## config.mk

```make
export PLATFORM = sky130hd
export DESIGN_NAME = decryption_ctrl
export DESIGN_NICKNAME = d
export VERILOG_FILES = /design/src/rtl/decryption_ctrl.sv
export SDC_FILE = /design/constraint.sdc
export NUM_CORES = 1
export LEC_CHECK = 0
export CORE_AREA = 3 3 144 146
export CTS_BUF_LIST = sky130_fd_sc_hd__clkbuf_8 sky130_fd_sc_hd__clkbuf_16
export DETAILED_ROUTE_END_ITERATION = 8
export DIE_AREA = 0 0 147 149
export PLACE_DENSITY = 0.81
export SETUP_SLACK_MARGIN = 0.4
export SYNTH_ARGS = -nofsm -noshare
export SYNTH_HDL_FRONTEND = slang
export SYNTH_SLANG_ARGS = --single-unit
```

## constraint.sdc

```tcl
create_clock -name clk -period 2.68 [get_ports clk]
set_input_delay 0.536 -clock clk [delete_from_list [all_inputs] [get_ports clk]]
set_output_delay 0.536 -clock clk [all_outputs]
set_load 0.05 [all_outputs]
```

## src/rtl/decryption_ctrl.sv

```systemverilog
// Packet-aware controller in front of the decryption datapath: marks payload words and
// swaps in new keys only between packets. Optional statistics: define DEC_CTRL_STATS_EN.
module decryption_ctrl #(
    parameter int unsigned HDR_WORDS = 5,
    parameter int unsigned DRAIN_CYC = 5
) (
    input  logic        clk,
    input  logic        reset_n,
    input  logic [63:0] up_data,
    input  logic [7:0]  up_ctrl,
    input  logic        up_wr,
    output logic        up_rdy,
    output logic [63:0] dp_data,
    output logic [7:0]  dp_ctrl,
    output logic        dp_wr,
    input  logic        dp_rdy,
    output logic        inside_payload,
    input  logic        key_wr,
    input  logic [79:0] key_wdata,
    output logic [79:0] key,
    output logic        key_pending,
    output logic [31:0] pkt_cnt,
    output logic [31:0] pay_cnt
);
    localparam logic [7:0] HdrWords = 8'(HDR_WORDS);
    localparam logic [3:0] DrainCyc = 4'(DRAIN_CYC);

    typedef enum logic [1:0] {StIdle, StModHdr, StBody, StPayload} state_e;

    state_e      r_state;
    logic [7:0]  r_body_cnt;
    logic [3:0]  r_idle_cnt;
    logic [79:0] r_key;
    logic [79:0] r_pending_key;
    logic        r_key_pending;

    logic        w_accept;
    logic        w_ctrl_nz;
    logic        w_apply;

    // Hold off new packets while a key waits, so the drain window can complete.
    assign up_rdy         = dp_rdy && !((r_state == StIdle) && r_key_pending);
    assign w_accept       = up_wr && up_rdy;
    assign w_ctrl_nz      = (up_ctrl != 8'd0);
    assign w_apply        = (r_state == StIdle) && r_key_pending && (r_idle_cnt == DrainCyc);

    assign dp_data        = up_data;
    assign dp_ctrl        = up_ctrl;
    assign dp_wr          = w_accept;
    assign inside_payload = (r_state == StPayload);
    assign key            = r_key;
    assign key_pending    = r_key_pending;

    always_ff @(posedge clk or negedge reset_n) begin
        if (!reset_n) begin
            r_state    <= StIdle;
            r_body_cnt <= 8'd0;
        end else if (w_accept) begin
            unique case (r_state)
                StIdle, StModHdr: begin
                    if (w_ctrl_nz) begin
                        r_state <= StModHdr;
                    end else begin
                        r_body_cnt <= 8'd1;
                        r_state    <= (HdrWords == 8'd1) ? StPayload : StBody;
                    end
                end
                StBody: begin
                    if (w_ctrl_nz) begin
                        r_state <= StIdle;
                    end else begin
                        r_body_cnt <= r_body_cnt + 8'd1;
                        if (r_body_cnt + 8'd1 == HdrWords) r_state <= StPayload;
                    end
                end
                StPayload: begin
                    if (w_ctrl_nz) r_state <= StIdle;
                end
                default: r_state <= StIdle;
            endcase
        end
    end

    always_ff @(posedge clk or negedge reset_n) begin
        if (!reset_n) begin
            r_idle_cnt <= DrainCyc;
        end else if (w_accept) begin
            r_idle_cnt <= 4'd0;
        end else if (r_idle_cnt != DrainCyc) begin
            r_idle_cnt <= r_idle_cnt + 4'd1;
        end
    end

    // A key_wr landing in the apply cycle becomes the next pending key.
    always_ff @(posedge clk or negedge reset_n) begin
        if (!reset_n) begin
            r_key         <= '0;
            r_pending_key <= '0;
            r_key_pending <= 1'b0;
        end else begin
            if (w_apply) begin
                r_key         <= r_pending_key;
                r_key_pending <= key_wr;
            end else if (key_wr) begin
                r_key_pending <= 1'b1;
            end
            if (key_wr) r_pending_key <= key_wdata;
        end
    end

`ifdef DEC_CTRL_STATS_EN
    logic [31:0] r_pkt_cnt;
    logic [31:0] r_pay_cnt;

    always_ff @(posedge clk or negedge reset_n) begin
        if (!reset_n) begin
            r_pkt_cnt <= 32'd0;
            r_pay_cnt <= 32'd0;
        end else if (w_accept) begin
            if (w_ctrl_nz && ((r_state == StBody) || (r_state == StPayload))) begin
                r_pkt_cnt <= r_pkt_cnt + 32'd1;
            end
            if (r_state == StPayload) r_pay_cnt <= r_pay_cnt + 32'd1;
        end
    end

    assign pkt_cnt = r_pkt_cnt;
    assign pay_cnt = r_pay_cnt;
`else
    assign pkt_cnt = 32'd0;
    assign pay_cnt = 32'd0;
`endif

endmodule
```

==> impl_metrics.toml <==
[timing]
tightest_slew_ns = 0.6817
finalWorstPathRequiredPeriod_ns = 2.187
rsz0062_at_grt = "false"
clock.fmax_ghz = 0.4572
drv_slew = 0
fin_tns_setup_ns = 0
timing.final.crit_share_pct = 81.62
setup_viol = 0
slew_headroom_pct = 54.55
finalHoldViolCount = 0
skew_ns = 0.008953

[final_layout]
fill_cells = 1669
syn2layout_area_growth_pct = 23.11
diodes = 0
drive_gt1_share_pct = 31.93
final_cells = 979
fin_nets = 862

[route]
ant_nets = 0
avgRoutedWirePerCell_um = 15.92
viasPerCell = 4.588
num_vias = 4492
remaining_drc_errors = 0
firstDrtPassIters = 4
totalWireLength_mm = 15.59
drt-initial-drc-count = 169

[critical_path]
r2r_slack_ns = 0.52
worstSetupStartpoint = "r_state[1]"
cp_max_fo = 3
r2r-start = "r_idle_cnt[0]"
worstPathRequired_ns = 2.14
critPathMaxStageDelay_ns = 0.43
worstSetupStartpointType = "register"
critical_path_arrival_ns = 1.65
reg2reg_depth = 5
cp_slowest_cell = "dfrtp_2"
critPathCapture = "up_rdy"
crit_chain = "or3b_4 > and2_2 > buf_4"
worstReg2RegEnd = "key[77]"
endpoint_kind = "output pin"
critical_path_class = "register to output pin"

[logic_synthesis]
yosys-top-cells-count = "dfrtp_1 (173), buf_4 (137), mux2_2 (81)"
syn_area_mm2 = 0.008252
synthTopCellsByArea = "dfrtp_1 (52%), mux2_4 (14%), buf_4 (12%)"
synth_area_per_cell_um2 = 14.28
syn_inst = 578
synth_top_area_share_pct = 52.46
ys_ff_latch = 175
yosysMostFrequentCell = "dfrtp_1"
synth_warnings = 0
ys_async_sr_fraction_pct = 100.0
yosys.area.top_type = "dfrtp_1"
synth-edff-count = 0
ys.flop_type = "dfrtp_1"
synth_cell_types = 42
yosysSeqAreaShare_pct = 53.10

[global_route]
grt_max_degree = 82
grt_overflow = 0
antenna_found_initial = 1
grt_pass1_vias = 4683
grt_pass1_wl_mm = 24.87
grt_util_all_layers_pct = 14.29

[clock_network]
clkSinkCount = 175
clockRootBuffer = "clkbuf_16"
ctsLongestPathBuffers = 2
cts_tree = "done"
htree_levels = 4
clk_pin_slew_worst_paths_ns = 0.07
numCtsBuffers = 17
clkLatencyLatePin_ns = 0.41

[floorplanning]
die_x_um = 147
initial_utilization_pct = 42.26
num_rows = 51
die-area_mm2 = 0.02190
core_region_area_mm2 = 0.01953
die_y_um = 149
ios = 377

[power_and_ir_drop]
power_frac_comb_pct = 46.9
p_sw_share_pct = 40.42
p_int_mw = 7.111
seqPwrFrac_pct = 32.7
pwr-share-clk_pct = 20.4
p_per_area_mw_per_mm2 = 1175
p_sw_mw = 4.824
p_leak_nw = 4.649
irDropWorstVdd_mv = 0.5236

[placed_design]
dp_hpwl_mm = 10.89
port_buffers = 184
place_inst = 944
gp_congestion = 0.8029

[min_path]
hp-class = "input pin to asynchronous set/reset pin"

[run_status]
outcome = "complete, no violations"

[run]
maxCapViolations = 0
## routing by layer
layer  share of wire, %  track usage, %  vias up  wire length [µm]
met5              0.083               0        -                13
met4                1.9           5.452        2               299
met3                8.1           5.925       31              1255
met2                 49           23.35      183              7709
met1                 40           16.96     2243              6311
li1                   -               -     2033                 -
## critical path, delay by kind of cell (launching register included)
family	cells	cell delay [ns]
flip-flops	1	0.43
buffers and inverters	1	0.18
AND/OR/NAND/NOR	2	0.62
## metrics by stage
step	setup slack [ns]	area, µm²	hold slack [ns]	utilization [%]	power (mW)
floorplan	0.5698	8488	0.2404	-	8.197
global placement	0.4707	9547	0.4821	48.89	9.473
detailed placement	0.4597	9547	0.4874	48.89	9.554
CTS	0.4053	10140	0.1334	51.93	12.07
global route	0.4163	10160	0.1424	52.02	12.47
finish	0.4926	10160	0.1263	52.02	11.93
## worst min path at each step
stage                     cells past startpoint            end
after floorplan                               0         key[0]
after global placement                        1         key[9]
after detailed placement                      1        key[33]
after CTS                                     1  r_idle_cnt[3]
after global routing                          1  r_idle_cnt[3]
final                                         1  r_idle_cnt[3]
## kinds of logic (layout without fill, tap and decap cells)
logic type / Yosys count / in the layout / share of synthesized area (%)
DFF: 175 / 175 / 53.10
muxes: 163 / 163 / 25.79
buffers and inverters: 162 / 235 / 15.36
and+or+nand+nor: 53 / 53 / 3.518
AOI/OAI and AO/OA: 18 / 18 / 1.365
adders and majority gates: 4 / 4 / 0.6065
xor gates and xnor gates: 2 / 2 / 0.2123
other: 1 / 64 / 0.04545
## layout make-up
| type | instances | area, µm² | area share [%] |
|---|---|---|---|
| inverter | 5 | 21.27 | 0.2094 |
| tap | 265 | 331.6 | 3.264 |
| clock buffer | 18 | 439.2 | 4.323 |
| clock inverter | 14 | 141.4 | 1.392 |
| sequential | 175 | 4384 | 43.16 |
| timing repair buffer | 198 | 1994 | 19.63 |
| multi-input combinational | 304 | 2846 | 28.02 |
## sequential cells by signal (all words and copies together) (netlist names)
signal,flops
r_idle_cnt,4
key,80
r_pending_key,80
r_state,2
r_body_cnt,8
key_pending,1
## layout by cell type (no fill, tap or decap), drive strengths merged, types with 2 or more instances in the layout
cell           count
o21ai              8
clkbuf            18
nor3               6
nand2             10
and2               3
inv               14
nor2               6
a211oi             2
and3               2
nor4               3
buf               26
mux2i              3
a21oi              3
nand3             10
nand3b             3
dfrtp            173
ha                 4
clkdlybuf4s50    171
clkinv             2
mux2             160
dfstp              2
conb              64
clkinvlp           2
## timing repair
| item | in CTS | in global routing |
|---|---|---|
| hold buffers | 0 | 0 |
| gates resized for setup | 3 | 2 |
| setup endpoints to repair | 3 | 3 |
| setup buffers | 1 | 2 |
| hold endpoints to repair | 0 | 0 |
## power by group through the flow
stage          clock network (mW)  logic [mW]  registers (mW)
2_1_floorplan                   0        2.20            5.99
3_3_place_gp                    0        5.54            3.93
3_5_place_dp                    0        5.61            3.94
4_1_cts                      2.54        5.62            3.91
5_1_grt                      2.65        5.81            4.02
6_report                     2.44        5.59            3.90
Note: power is estimated with default switching activity, not from simulation.
